[src/rtl/i2s_pkg.sv]
// Shared definitions for the I2S target-mode receive path.
// Latency: n/a (types and constants only).
// Backpressure: n/a.
package i2s_pkg;

    localparam int DATA_WIDTH_DEF = 32;

    // Word-select level for each channel on the wire.
    localparam logic WS_LEFT  = 1'b0;
    localparam logic WS_RIGHT = 1'b1;

    // Frame alignment state of the receiver.
    typedef enum logic [1:0] {
        RX_UNLOCKED = 2'd0,
        RX_LEFT     = 2'd1,
        RX_RIGHT    = 2'd2
    } rx_state_e;

endpackage

[src/rtl/i2s_sync_edge.sv]
// Synchronizes external sck/ws/sd into clk and flags each sck rising edge.
// Latency: SYNC_STAGES clk to the synced values; sck_rise is combinational from them.
// Backpressure: none; it follows the external master unconditionally.
module i2s_sync_edge #(
    parameter int SYNC_STAGES = 2  // must be at least 2
) (
    input  logic clk,
    input  logic resetn,
    input  logic sck,
    input  logic ws,
    input  logic sd,
    output logic sck_rise,
    output logic ws_s,
    output logic sd_s
);

    logic [SYNC_STAGES-1:0] sck_pipe_q, sck_pipe_d;
    logic [SYNC_STAGES-1:0] ws_pipe_q,  ws_pipe_d;
    logic [SYNC_STAGES-1:0] sd_pipe_q,  sd_pipe_d;
    logic                   sck_prev_q, sck_prev_d;

    // Shift each pin one stage deeper; remember the last synced sck for edge detection.
    always_comb begin
        sck_pipe_d = {sck_pipe_q[SYNC_STAGES-2:0], sck};
        ws_pipe_d  = {ws_pipe_q[SYNC_STAGES-2:0],  ws};
        sd_pipe_d  = {sd_pipe_q[SYNC_STAGES-2:0],  sd};
        sck_prev_d = sck_pipe_q[SYNC_STAGES-1];
    end

    // Synchronizer and edge-history flops.
    always_ff @(posedge clk or negedge resetn) begin
        if (!resetn) begin
            sck_pipe_q <= '0;
            ws_pipe_q  <= '0;
            sd_pipe_q  <= '0;
            sck_prev_q <= 1'b0;
        end else begin
            sck_pipe_q <= sck_pipe_d;
            ws_pipe_q  <= ws_pipe_d;
            sd_pipe_q  <= sd_pipe_d;
            sck_prev_q <= sck_prev_d;
        end
    end

    assign sck_rise = sck_pipe_q[SYNC_STAGES-1] & ~sck_prev_q;
    assign ws_s     = ws_pipe_q[SYNC_STAGES-1];
    assign sd_s     = sd_pipe_q[SYNC_STAGES-1];

endmodule

[src/rtl/i2s_target_receive.sv]
// I2S target-mode receiver: deserializes sd into {left, right} frames on valid/ready.
// Latency: frame valid 3-4 clk after the pin sck rise carrying the right LSB (2 sync stages).
// Backpressure: a frame completing while the output is held is dropped with a 1-clk overrun pulse.
module i2s_target_receive
    import i2s_pkg::*;
#(
    parameter int DATA_WIDTH  = DATA_WIDTH_DEF,
    parameter int SYNC_STAGES = 2
) (
    input  logic                  clk,
    input  logic                  resetn,
    input  logic                  sck,
    input  logic                  ws,
    input  logic                  sd,
    output logic [DATA_WIDTH-1:0] data_left,
    output logic [DATA_WIDTH-1:0] data_right,
    output logic                  out_valid,
    input  logic                  out_ready,
    output logic                  overrun
);

    localparam int              CW      = $clog2(DATA_WIDTH + 1);
    localparam logic [CW-1:0]   CNT_MAX = CW'(DATA_WIDTH);

    logic sck_rise, ws_s, sd_s;

    i2s_sync_edge #(
        .SYNC_STAGES(SYNC_STAGES)
    ) u_sync (
        .clk     (clk),
        .resetn  (resetn),
        .sck     (sck),
        .ws      (ws),
        .sd      (sd),
        .sck_rise(sck_rise),
        .ws_s    (ws_s),
        .sd_s    (sd_s)
    );

    rx_state_e             state_q,      state_d;
    logic                  ws_prev_q,    ws_prev_d;
    logic [CW-1:0]         cnt_q,        cnt_d;
    logic [DATA_WIDTH-1:0] word_q,       word_d;
    logic [DATA_WIDTH-1:0] left_hold_q,  left_hold_d;
    logic [DATA_WIDTH-1:0] data_left_q,  data_left_d;
    logic [DATA_WIDTH-1:0] data_right_q, data_right_d;
    logic                  out_valid_q,  out_valid_d;
    logic                  overrun_q,    overrun_d;

    logic [DATA_WIDTH-1:0] word_bits;   // working word including this rise's bit
    logic                  frame_done;

    // Bit capture, word close, frame alignment and output handshake, all advanced on sck rises.
    always_comb begin
        state_d      = state_q;
        ws_prev_d    = ws_prev_q;
        cnt_d        = cnt_q;
        word_d       = word_q;
        left_hold_d  = left_hold_q;
        data_left_d  = data_left_q;
        data_right_d = data_right_q;
        out_valid_d  = out_valid_q;
        overrun_d    = 1'b0;
        word_bits    = word_q;
        frame_done   = 1'b0;

        if (sck_rise) begin
            // Bits beyond DATA_WIDTH are dropped; the counter parks at DATA_WIDTH.
            if (cnt_q < CNT_MAX) begin
                for (int i = 0; i < DATA_WIDTH; i++) begin
                    if (cnt_q == CW'(DATA_WIDTH - 1 - i)) begin
                        word_bits[i] = sd_s;
                    end
                end
                cnt_d = cnt_q + CW'(1);
            end
            word_d    = word_bits;
            ws_prev_d = ws_s;

            // A ws change marks this rise's bit as the LSB of the closing word.
            if (ws_s != ws_prev_q) begin
                word_d = '0;
                cnt_d  = '0;
                // Once locked, ws_prev tracks the channel, so LEFT only sees 0->1
                // and RIGHT only sees 1->0 boundaries.
                case (state_q)
                    RX_UNLOCKED: if (ws_s == WS_LEFT) state_d = RX_LEFT;
                    RX_LEFT: begin
                        left_hold_d = word_bits;
                        state_d     = RX_RIGHT;
                    end
                    RX_RIGHT: begin
                        frame_done = 1'b1;
                        state_d    = RX_LEFT;
                    end
                    default: state_d = RX_UNLOCKED;
                endcase
            end
        end

        if (frame_done) begin
            if (!out_valid_q || out_ready) begin
                data_left_d  = left_hold_q;
                data_right_d = word_bits;
                out_valid_d  = 1'b1;
            end else begin
                overrun_d = 1'b1;
            end
        end else if (out_valid_q && out_ready) begin
            out_valid_d = 1'b0;
        end
    end

    // State and output registers.
    always_ff @(posedge clk or negedge resetn) begin
        if (!resetn) begin
            state_q      <= RX_UNLOCKED;
            ws_prev_q    <= 1'b0;
            cnt_q        <= '0;
            word_q       <= '0;
            left_hold_q  <= '0;
            data_left_q  <= '0;
            data_right_q <= '0;
            out_valid_q  <= 1'b0;
            overrun_q    <= 1'b0;
        end else begin
            state_q      <= state_d;
            ws_prev_q    <= ws_prev_d;
            cnt_q        <= cnt_d;
            word_q       <= word_d;
            left_hold_q  <= left_hold_d;
            data_left_q  <= data_left_d;
            data_right_q <= data_right_d;
            out_valid_q  <= out_valid_d;
            overrun_q    <= overrun_d;
        end
    end

    assign data_left  = data_left_q;
    assign data_right = data_right_q;
    assign out_valid  = out_valid_q;
    assign overrun    = overrun_q;

endmodule

[config.mk]
export PLATFORM = sky130hd
export DESIGN_NAME = i2s_target_receive
export DESIGN_NICKNAME = d
export VERILOG_FILES = /design/src/rtl/i2s_pkg.sv /design/src/rtl/i2s_sync_edge.sv /design/src/rtl/i2s_target_receive.sv
export SDC_FILE = /design/constraint.sdc
export NUM_CORES = 1
export LEC_CHECK = 0
export BUFFER_PORTS_ARGS = -buffer_cell sky130_fd_sc_hd__buf_2
export CORE_ASPECT_RATIO = 0.5
export CORE_MARGIN = 8
export CORE_UTILIZATION = 59
export CTS_CLUSTER_SIZE = 25
export DETAILED_ROUTE_END_ITERATION = 7
export GPL_TIMING_DRIVEN = 0
export PLACE_DENSITY = 0.87
export SYNTH_ARGS = -nofsm -noshare
export SYNTH_HDL_FRONTEND = slang
export SYNTH_SLANG_ARGS = --single-unit
[constraint.sdc]
create_clock -name clk -period 2.69 [get_ports clk]
set_input_delay 0.269 -clock clk [delete_from_list [all_inputs] [get_ports clk]]
set_output_delay 0.269 -clock clk [all_outputs]
set_load 0.01 [all_outputs]
==> reports/qor.csv, run 1 <==
stage,metric,value,unit
placement,IO buf count,71,
clocking,post_cts resized,0,
logic_synthesis,ys flop type,dfrtp_1,
die,height of the die,91.2,µm
sta,Fmax,0.389,GHz
placement,dpl cells,754,
run,Max Cap Violations,0,
final_layout,share of post-route cells with drive strength above 1,33.6,%
clocking,CTS tree,done,
logic_synthesis,Ys Warns,0,
sta,final period utilization,95.5,%
sta,hold slack final,0.149,ns
final_layout,storage element area,3650,µm²
sta,Worst-Margin Slew,0.770,ns
die,Initial Util,60.6,%
power_and_ir_drop,Pwr Density,737,nW/µm²
clocking,"CTS clk-pin slew, worst paths",0.06,ns
logic_synthesis,Yosys top cell by area,dfrtp_1,
placement,Detailed Place HPWL,10800,µm
sta,setup violators final,0,
clocking,Post-CTS Hold Fix Bufs,4,
detailed_routing,Final ANT Viol Nets,0,
clocking,number of clock buffers inserted by TritonCTS,17,
grt,initial antenna violation count,0,
worst_setup_path,critical path class,flip-flop to flip-flop,
clocking,postcts setup bufs,0,
grt,largest net degree at the start of global routing,78,
clocking,Clock Path Buffers,2,
final_layout,fin nets,642,
detailed_routing,Routed wire per std cell,21.3,µm
placement,RePlAce Congestion,0.901,
worst_setup_path,CP required,3.02,ns
logic_synthesis,Post-synth EDFFs,0,
final_layout,Layout Cells excl Fill,790,
die,Placeable Area,11000,µm²
logic_synthesis,Synth Register Bits,146,
worst_setup_path,startpoint types,flip-flop,
sta,Worst Clk Skew,0.00854,ns
die,Die W,166,µm
sta,Final Hold Fails,0,
final_layout,Finished Core Util,72.2,%
logic_synthesis,largest cells by area after synthesis,"dfrtp_1 55%, mux2_4 13%, o21ai_0 5.6%",
worst_setup_path,CP endpoint kind,flip-flop,
final_layout,antenna diode count,0,
die,# rows,27,
die,die area,15200,µm²
detailed_routing,number of remaining DRC errors,0,
logic_synthesis,"Seq/Total Area, Yosys",54.7,%
status,outcome,completed,
detailed_routing,total wire length,16900,µm
logic_synthesis,Syn Nets,547,
grt,Global Route Usage Sum,22.7,%
power_and_ir_drop,Design Power,0.00586,W
sta,clock period minus worst slack,2.57,ns
grt,first-pass GRT wire length,27400,µm
logic_synthesis,async set-reset flop share out of synthesis,100,%
hold_path,Hold WC Path Type,input pin to flip-flop,
die,IO Pins,72,
power_and_ir_drop,VDD IR max,558,µV
logic_synthesis,Synth cell types,40,
clocking,clk root buf,clkbuf_16,
detailed_routing,vias,4967,
power_and_ir_drop,leakage,3.86,nW
logic_synthesis,Post-Syn Area,6680,µm²
logic_synthesis,Syn Inst Count,537,
sta,Slew Limit Headroom,48.7,%
final_layout,area of the multi-input gates,2700,µm²
worst_setup_path,crit path max fanout,10,
detailed_routing,detailed router's first-iteration violation count,588,
sta,RSZ-0062 raised after global routing,false,
logic_synthesis,Post-Syn Area per Cell,12.4,µm²
sta,Slew Limit Fails,0,
worst_setup_path,critical path arrival,2.90,ns
clocking,worst skew pair latency,0.43,ns
clocking,H-tree levels,4,
grt,vias in the first global route,5161,
detailed_routing,Pre-antenna DRT Iters,6,
grt,Overflow after GRT,0,
detailed_routing,vias per inst,6.29,
logic_synthesis,top-area cell type share of the netlist area,54.7,%
clocking,clk sink count,146,
final_layout,Filler cells,694,
final_layout,Layout area overhead,19.1,%
-- final cells by class --
cell class | count | area share, %
flip-flops and latches | 146 | 45.9
multi-input cells | 336 | 33.9
clock buffers | 18 | 5.52
repair buffers | 76 | 5.39
plain buffers | 49 | 3.87
clock inverters | 14 | 2.85
well taps | 145 | 2.28
inverters | 6 | 0.283
-- per-layer routing --
layer | vias up | global-route usage, % | wire, µm
met5 | - | 0 | 0
met3 | 70 | 6.52 | 1630
li1 | 2127 | - | -
met1 | 2441 | 28.5 | 6950
met4 | 0 | 11.5 | 561
met2 | 329 | 35.6 | 7720
-- cell usage in the layout (no fill, tap or decap), types with 2 or more instances in the layout --
master	Yosys	layout
ha_1	4	4
and4bb_2	2	2
buf_1	7	7
clkbuf_16	0	17
nor3_1	3	3
bufinv_16	0	5
a22o_1	22	22
mux2_4	60	60
mux2_2	33	33
nand4_1	2	2
nor2b_1	2	2
nand2_1	49	49
o21ai_0	75	75
nand2b_1	2	2
nor4b_1	2	2
clkbuf_1	27	27
inv_6	0	2
a21oi_1	32	32
a22oi_1	8	8
dfrtp_1	146	146
clkinv_4	0	4
buf_2	8	78
buf_12	7	7
a32o_1	8	8
nand3_1	10	10
and2_1	4	4
inv_1	6	6
nor2_1	2	2
dlygate4sd3_1	0	4
-- flip-flops by register name, indices dropped and copies added (netlist names), 2 cells and up --
register and cells:
data_left 32, data_right 32, left_hold_q 32, word_q 32
cnt_q 6, state_q 2, u_sync.sck_pipe_q 2, u_sync.sd_pipe_q 2
u_sync.ws_pipe_q 2
-- worst max-delay path, cell delays in order (launching register included) --
cell and delay [ns]:
dfrtp_1 0.45, inv_1 0.13, ha_1 0.15, clkbuf_1 0.47, and2_1 0.22, clkbuf_1 0.59
a22oi_1 0.21, o21ai_0 0.26
-- power breakdown --
| group | total (W) | switching, W | internal, W |
|---|---|---|---|
| clock network | 0.00267 | 0.000980 | 0.00169 |
| registers | 0.00239 | 0.0000853 | 0.00231 |
| logic | 0.000801 | 0.000520 | 0.000281 |
-- kinds of logic after synthesis --
logic type,share of synthesized area [%]
AOI/OAI and AO/OA,13.6
xor gates and xnor gates,0.262
adders and majority gates,0.749
buffers and inverters,4.95
DFF,54.7
muxes,19.1
and+or+nand+nor,6.73
-- cells in the mapped netlist, types with 2 or more instances --
cell type    n
nor3_1       3
a21oi_1     32
nor2b_1      2
nand2_1     49
nand4_1      2
a32o_1       8
nor4b_1      2
mux2_4      60
and4bb_2     2
nor2_1       2
mux2_2      33
buf_12       7
and2_1       4
inv_1        6
buf_1        7
a22o_1      22
dfrtp_1    146
clkbuf_1    27
o21ai_0     75
a22oi_1      8
ha_1         4
nand2b_1     2
nand3_1     10
buf_2        8
-- through the flow --
step	setup WS [ns]	instance area (µm²)	TNS (ns)
2_1_floorplan	0.740	6680	0
3_3_place_gp	-0.635	7220	-91.00
3_5_place_dp	0.268	7250	0
4_1_cts	0.231	7960	0
5_1_grt	0.0944	7960	0
6_report	0.122	7960	0
-- path summary, 6_finish.rpt --
path | from | depth (start not counted) | slack, ns | end
hold / removal | out_ready | 3 | 0.15 | overrun$_DFF_PN0_
max in group asynchronous | resetn | 3 | 1.50 | data_right[15]$_DFFE_PN0P_
setup reg to reg | cnt_q[0]$_DFFE_PN0P_ | 7 | 0.12 | left_hold_q[29]$_DFFE_PN0P_
min in group asynchronous | resetn | 2 | 0.41 | data_left[30]$_DFFE_PN0P_
setup / recovery | cnt_q[0]$_DFFE_PN0P_ | 7 | 0.12 | left_hold_q[29]$_DFFE_PN0P_
hold reg to reg | u_sync.sck_pipe_q[0]$_DFF_PN0_ | 0 | 0.35 | u_sync.sck_pipe_q[1]$_DFF_PN0_
(Power assumes the default switching activity.)
==> run 2: changes to the inputs <==
--- a/config.mk
+++ b/config.mk
@@ -6,7 +6,7 @@
 export NUM_CORES = 1
 export LEC_CHECK = 0
 export BUFFER_PORTS_ARGS = -buffer_cell sky130_fd_sc_hd__buf_2
-export CORE_ASPECT_RATIO = 0.5
+export CORE_ASPECT_RATIO = 1.1
 export CORE_MARGIN = 8
 export CORE_UTILIZATION = 59
 export CTS_CLUSTER_SIZE = 25
==> reports/qor.csv, run 2 (synthesized netlist as in run 1, its figures left out) <==
stage,metric,value,unit,change
power_and_ir_drop,Design Power,0.00579,W,-1.3%
die,die area,15000,µm²,-1.3%
grt,largest net degree at the start of global routing,75,,-3.8%
detailed_routing,Final ANT Viol Nets,0,,unchanged
power_and_ir_drop,leakage,3.85,nW,-0.42%
power_and_ir_drop,clock share of power,45.1,%,-0.4 points
clocking,clk root buf,clkbuf_16,,
final_layout,Layout area overhead,18.9,%,
sta,final period utilization,97.7,%,+2.2 points
detailed_routing,Pre-antenna DRT Iters,5,,-1
sta,Worst-Margin Slew,0.780,ns,+0.0103 ns
power_and_ir_drop,logic gate share of total power,13.6,%,about the same
grt,first-pass GRT wire length,26400,µm,-3.5%
hold_path,Hold Crit Depth,3,,unchanged
worst_setup_path,CP required,3.05,ns,+0.03 ns
sta,setup violators final,0,,unchanged
final_layout,area of the multi-input gates,2700,µm²,unchanged
worst_setup_path,launch point of the worst path,cnt_q[0]$_DFFE_PN0P_,,
detailed_routing,vias,4820,,-3.0%
die,Placeable Area,11000,µm²,-0.48%
die,Initial Util,60.9,%,+0.29 points
worst_setup_path,reg2reg start,cnt_q[0]$_DFFE_PN0P_,,
grt,Global Route Usage Sum,22.1,%,-0.52 points
final_layout,storage element area,3650,µm²,unchanged
placement,IO buf count,71,,unchanged
final_layout,share of post-route cells with drive strength above 1,33.3,%,-0.31 points
detailed_routing,total wire length,16300,µm,-3.4%
worst_setup_path,CP peak stage delay,0.59,ns,about the same
worst_setup_path,Reg2Reg Depth,7,,unchanged
sta,RSZ-0062 raised after global routing,false,,
sta,Slew Limit Headroom,48.0,%,-0.69 points
clocking,worst skew pair latency,0.42,ns,about the same
power_and_ir_drop,Int Pwr,0.00426,W,-0.26%
die,height of the die,128,µm,+40%
hold_path,Min-Delay Startpoint,out_ready,,
worst_setup_path,CP endpoint kind,flip-flop,,
sta,clock period minus worst slack,2.63,ns,+0.0586 ns
final_layout,most frequent cells in the layout,"146 x dfrtp_1, 78 x buf_2, 75 x o21ai_0",,
power_and_ir_drop,VDD IR max,446,µV,-20%
worst_setup_path,"Slowest-stage cell, CP",clkbuf_1,,
detailed_routing,Routed wire per std cell,20.6,µm,-3.7%
clocking,post_cts resized,0,,unchanged
power_and_ir_drop,Pwr Density,728,nW/µm²,-1.1%
worst_setup_path,startpoint types,flip-flop,,
run,Max Cap Violations,0,,unchanged
clocking,clk sink count,146,,unchanged
grt,vias in the first global route,5103,,-1.1%
power_and_ir_drop,Sw Ratio,26.3,%,-0.74 points
clocking,number of clock buffers inserted by TritonCTS,17,,unchanged
die,Die W,117,µm,-29%
die,IO Pins,72,,unchanged
clocking,Clock Path Buffers,2,,unchanged
grt,initial antenna violation count,0,,unchanged
sta,Final Hold Fails,0,,unchanged
grt,Overflow after GRT,0,,unchanged
detailed_routing,detailed router's first-iteration violation count,415,,-29%
power_and_ir_drop,P_sw,0.00152,W,-4.0%
power_and_ir_drop,sequential power share,41.3,%,+0.5 points
worst_setup_path,cell depth of the worst setup path,7,,unchanged
final_layout,Finished Core Util,72.5,%,+0.23 points
hold_path,Hold WC Path Type,input pin to flip-flop,,
worst_setup_path,r2r setup slk,0.06,ns,-0.06 ns
worst_setup_path,crit-path most repeated cell,clkbuf_1,,
clocking,"CTS clk-pin slew, worst paths",0.06,ns,about the same
clocking,CTS tree,done,,
placement,Detailed Place HPWL,10600,µm,-2.1%
final_layout,antenna diode count,0,,unchanged
die,# rows,40,,+48%
clocking,H-tree levels,4,,unchanged
sta,Worst Clk Skew,0.00645,ns,-0.00209 ns
sta,Fmax,0.381,GHz,-2.2%
final_layout,"commonest non-fill, non-tap cell in the layout",dfrtp_1,,
status,outcome,completed,,
detailed_routing,vias per inst,6.09,,-3.2%
worst_setup_path,critical path class,flip-flop to flip-flop,,
worst_setup_path,Crit path max-delay family,buffers and inverters,,
worst_setup_path,critical path arrival,2.99,ns,+0.09 ns
worst_setup_path,crit path max fanout,10,,unchanged
final_layout,Filler cells,710,,+2.3%
sta,Slew Limit Fails,0,,unchanged
worst_setup_path,cells along the critical path,inv_1 > ha_1 > clkbuf_1 > and2_1 > clkbuf_1 > a22o_1 > mux2_2,,
final_layout,fin nets,642,,unchanged
detailed_routing,number of remaining DRC errors,0,,unchanged
worst_setup_path,CP bufs+invs,3,,unchanged
placement,RePlAce Congestion,0.859,,-4.6%
run 2: layout make-up:
class | count | area share [%]
sequential | 146 | 46.0
multi-input combinational | 336 | 33.9
clock buffer | 20 | 5.62
timing repair buffer | 76 | 5.40
buffer | 49 | 3.88
clock inverter | 12 | 2.57
tap | 147 | 2.32
inverter | 6 | 0.284
run 2: routing by layer:
metal  GRT usage (%)  vias to the layer above  part of all wire (%)  wire (µm)
li1                -                     2117                     -          -
met1            26.3                     2437                    40       6490
met2            36.4                      215                    50       8080
met3            5.59                       51                   6.7       1090
met4            12.1                        0                   3.8        626
met5               0                        -                     0          0
run 2: power groups by stage:
stage	Sequential, W	Combinational [W]	Clock (W)
2_1_floorplan	0.00243	0.000471	0
3_3_place_gp	0.00242	0.000730	0
3_5_place_dp	0.00243	0.000758	0
5_1_grt	0.00240	0.000851	0.00271
6_report	0.00239	0.000786	0.00261
4_1_cts	0.00239	0.000774	0.00262
run 2: worst paths after layout:
kind                                                   to
max                           left_hold_q[13]$_DFFE_PN0P_
min                                     overrun$_DFF_PN0_
max reg2reg                   left_hold_q[13]$_DFFE_PN0P_
min reg2reg                u_sync.sck_pipe_q[1]$_DFF_PN0_
max in group asynchronous          word_q[12]$_DFFE_PN0P_
min in group asynchronous       data_left[29]$_DFFE_PN0P_
run 2: worst min-delay path: cells and delay by family:
kind	cells	cell delay (ns)
buffers and inverters	1	0.08
AND/OR/NAND/NOR	2	0.19
run 2: repair_timing:
action,in CTS,in global routing
endpoints found under the hold margin,75,0
hold buffers,4,0
buffers inserted,0,0
run 2: through the flow:
step                setup slack (ns)  cell area (µm²)  hold WS (ns)  std cells  setup TNS [ns]
floorplan                      0.740             6680       -0.0266        537               0
global placement              -0.596             7220         0.336        755          -85.71
detailed placement             0.216             7250         0.333        756               0
CTS                            0.166             7940         0.152        792               0
global route                  0.0393             7940         0.174        792               0
finish                        0.0630             7940         0.148        792               0
==> run 3: changes to the inputs <==
--- a/config.mk
+++ b/config.mk
@@ -5,7 +5,7 @@
 export SDC_FILE = /design/constraint.sdc
 export NUM_CORES = 1
 export LEC_CHECK = 0
-export BUFFER_PORTS_ARGS = -buffer_cell sky130_fd_sc_hd__buf_2
+export BUFFER_PORTS_ARGS = -buffer_cell sky130_fd_sc_hd__clkbuf_2
 export CORE_ASPECT_RATIO = 1.1
 export CORE_MARGIN = 8
 export CORE_UTILIZATION = 59
==> reports/qor.csv, run 3 (synthesized netlist as in run 1, its figures left out) <==
stage,metric,value,unit,change
placement,dpl cells,756,,unchanged
die,Die W,117,µm,unchanged
final_layout,share of post-route cells with drive strength above 1,33.3,%,unchanged
worst_setup_path,cells along the critical path,inv_1 > ha_1 > clkbuf_1 > and2_1 > clkbuf_1 > a22oi_1 > o21ai_0,,
hold_path,Hold WC Path Type,input pin to flip-flop,,
status,outcome,completed,,
die,Placeable Area,11000,µm²,unchanged
run,Max Cap Violations,0,,unchanged
worst_setup_path,critical path class,flip-flop to flip-flop,,
sta,Slew Limit Fails,0,,unchanged
clocking,Clock Path Buffers,2,,unchanged
clocking,H-tree levels,4,,unchanged
power_and_ir_drop,logic gate share of total power,14.1,%,+0.5 points
sta,Worst Clk Skew,0.00975,ns,+0.00331 ns
final_layout,design area,7900,µm²,-0.60%
worst_setup_path,critical path arrival,2.88,ns,-0.11 ns
clocking,CTS tree,done,,
sta,final period utilization,95.4,%,-2.3 points
clocking,Post-CTS Hold Fix Bufs,4,,unchanged
power_and_ir_drop,Sw Ratio,27.0,%,+0.66 points
die,IO Pins,72,,unchanged
worst_setup_path,CP endpoint kind,flip-flop,,
clocking,worst skew pair latency,0.43,ns,about the same
clocking,clk sink count,146,,unchanged
final_layout,"commonest non-fill, non-tap cell in the layout",dfrtp_1,,
worst_setup_path,CP bufs+invs,3,,unchanged
placement,IO buf count,71,,unchanged
grt,Global Route Usage Sum,22.1,%,-0.055 points
worst_setup_path,r2r endpoint,left_hold_q[29]$_DFFE_PN0P_,,
sta,Fmax,0.390,GHz,+2.4%
worst_setup_path,"Slowest-stage cell, CP",clkbuf_1,,
placement,Detailed Place HPWL,10500,µm,-0.71%
worst_setup_path,crit-path most repeated cell,clkbuf_1,,
power_and_ir_drop,VDD IR max,440,µV,-1.4%
hold_path,Hold Path Sink,overrun$_DFF_PN0_,,
sta,Worst-Margin Slew,0.715,ns,-0.0647 ns
worst_setup_path,r2r setup slk,0.12,ns,+0.06 ns
detailed_routing,Final ANT Viol Nets,0,,unchanged
power_and_ir_drop,leakage,3.77,nW,-1.9%
placement,RePlAce Congestion,0.855,,-0.48%
die,# rows,40,,unchanged
clocking,postcts setup bufs,0,,unchanged
sta,Slew Limit Headroom,51.6,%,+3.6 points
sta,clock period minus worst slack,2.57,ns,-0.0619 ns
power_and_ir_drop,P_sw,0.00151,W,-1.1%
clocking,"CTS clk-pin slew, worst paths",0.06,ns,about the same
detailed_routing,vias per inst,6.08,,-0.17%
detailed_routing,detailed router's first-iteration violation count,504,,+21%
power_and_ir_drop,Int Pwr,0.00407,W,-4.4%
detailed_routing,Routed wire per std cell,20.5,µm,-0.22%
grt,largest net degree at the start of global routing,75,,unchanged
worst_setup_path,crit path max fanout,10,,unchanged
worst_setup_path,CP required,3.01,ns,-0.04 ns
worst_setup_path,reg2reg start,cnt_q[0]$_DFFE_PN0P_,,
detailed_routing,Pre-antenna DRT Iters,5,,unchanged
detailed_routing,vias,4812,,-0.17%
worst_setup_path,CP peak stage delay,0.53,ns,-0.06 ns
hold_path,Hold Crit Depth,3,,unchanged
power_and_ir_drop,sequential power share,42.9,%,+1.6 points
clocking,clk root buf,clkbuf_16,,
worst_setup_path,Reg2Reg Depth,7,,unchanged
hold_path,Min-Delay Startpoint,out_ready,,
worst_setup_path,Crit path max-delay family,buffers and inverters,,
clocking,number of clock buffers inserted by TritonCTS,17,,unchanged
detailed_routing,number of remaining DRC errors,0,,unchanged
sta,Final Hold Fails,0,,unchanged
sta,RSZ-0062 raised after global routing,false,,
final_layout,fin nets,642,,unchanged
final_layout,most frequent cells in the layout,"146 x dfrtp_1, 75 x o21ai_0, 70 x clkbuf_2",,
final_layout,Layout Cells excl Fill,792,,unchanged
placement,Post-DP Area,7250,µm²,about the same
grt,first-pass GRT wire length,26300,µm,-0.55%
grt,vias in the first global route,5063,,-0.78%
die,Initial Util,60.9,%,unchanged
grt,Overflow after GRT,0,,unchanged
clocking,post_cts resized,0,,unchanged
grt,initial antenna violation count,0,,unchanged
final_layout,antenna diode count,0,,unchanged
die,height of the die,128,µm,unchanged
power_and_ir_drop,clock share of power,43.1,%,-2.0 points
detailed_routing,total wire length,16200,µm,-0.22%
sta,setup violators final,0,,unchanged
worst_setup_path,startpoint types,flip-flop,,
die,die area,15000,µm²,unchanged
power_and_ir_drop,Pwr Density,707,nW/µm²,-3.0%
final_layout,Layout area overhead,18.2,%,
==> run 3: cell types whose count changed in the layout (fill, tap and decap cells not counted), moves of 2 or more <==
cell	delta
clkbuf_8	+5
bufinv_16	-3
buf_2	-70
clkbuf_2	+70
clkinv_2	+2
clkinv_4	-2
==> run 3: stage by stage <==
step           utilization [%]  hold slack, ns  worst slack [ns]  total power, W  setup TNS [ns]
6_report                  72.0           0.140             0.125         0.00558               0
5_1_grt                   72.0           0.169            0.0502         0.00576               0
2_1_floorplan                -         -0.0266             0.740         0.00290               0
4_1_cts                   72.0           0.140             0.189         0.00558               0
3_3_place_gp              65.9           0.336            -0.940         0.00315         -136.03
3_5_place_dp              66.2           0.326             0.290         0.00319               0
==> run 3: area by class of cell <==
type / instances / area [µm²]
multi-input combinational: 336 / 2700
sequential: 146 / 3650
tap: 147 / 184
clock inverter: 8 / 98.8
buffer: 49 / 308
timing repair buffer: 76 / 432
clock buffer: 24 / 502
fill: 727 / 3070
inverter: 6 / 22.5
==> run 3: worst max-delay path by stage <==
stage	cells after the start	start	endpoint
floorplan	7	u_sync.sck_prev_q$_DFF_PN0_	data_left[0]$_DFFE_PN0P_
global placement	1	resetn	data_left[10]$_DFFE_PN0P_
detailed placement	7	cnt_q[0]$_DFFE_PN0P_	left_hold_q[29]$_DFFE_PN0P_
CTS	7	cnt_q[0]$_DFFE_PN0P_	left_hold_q[29]$_DFFE_PN0P_
global route	7	cnt_q[0]$_DFFE_PN0P_	left_hold_q[29]$_DFFE_PN0P_
finish	7	cnt_q[0]$_DFFE_PN0P_	left_hold_q[29]$_DFFE_PN0P_
==> run 3: per-layer routing <==
layer | vias up | track usage (%) | wire [µm]
li1 | 2118 | - | -
met1 | 2389 | 25.7 | 6360
met2 | 243 | 36.3 | 8000
met3 | 62 | 6.74 | 1250
met4 | 0 | 11.5 | 639
met5 | - | 0 | 0
==> run 3: power groups by stage <==
stage                     registers [W]  clock network [W]  logic [W]
after floorplan                 0.00243                  0   0.000471
after global placement          0.00242                  0   0.000732
after detailed placement        0.00243                  0   0.000758
after CTS                       0.00239            0.00241   0.000775
after global routing            0.00241            0.00251   0.000847
final                           0.00239            0.00240   0.000784
==> run 3: worst reg2reg max path, cell delays in order, from the launching register on <==
cell      delay (ns)
dfrtp_1         0.44
inv_1           0.13
ha_1            0.16
clkbuf_1        0.45
and2_1          0.21
clkbuf_1        0.53
a22oi_1         0.26
o21ai_0         0.28
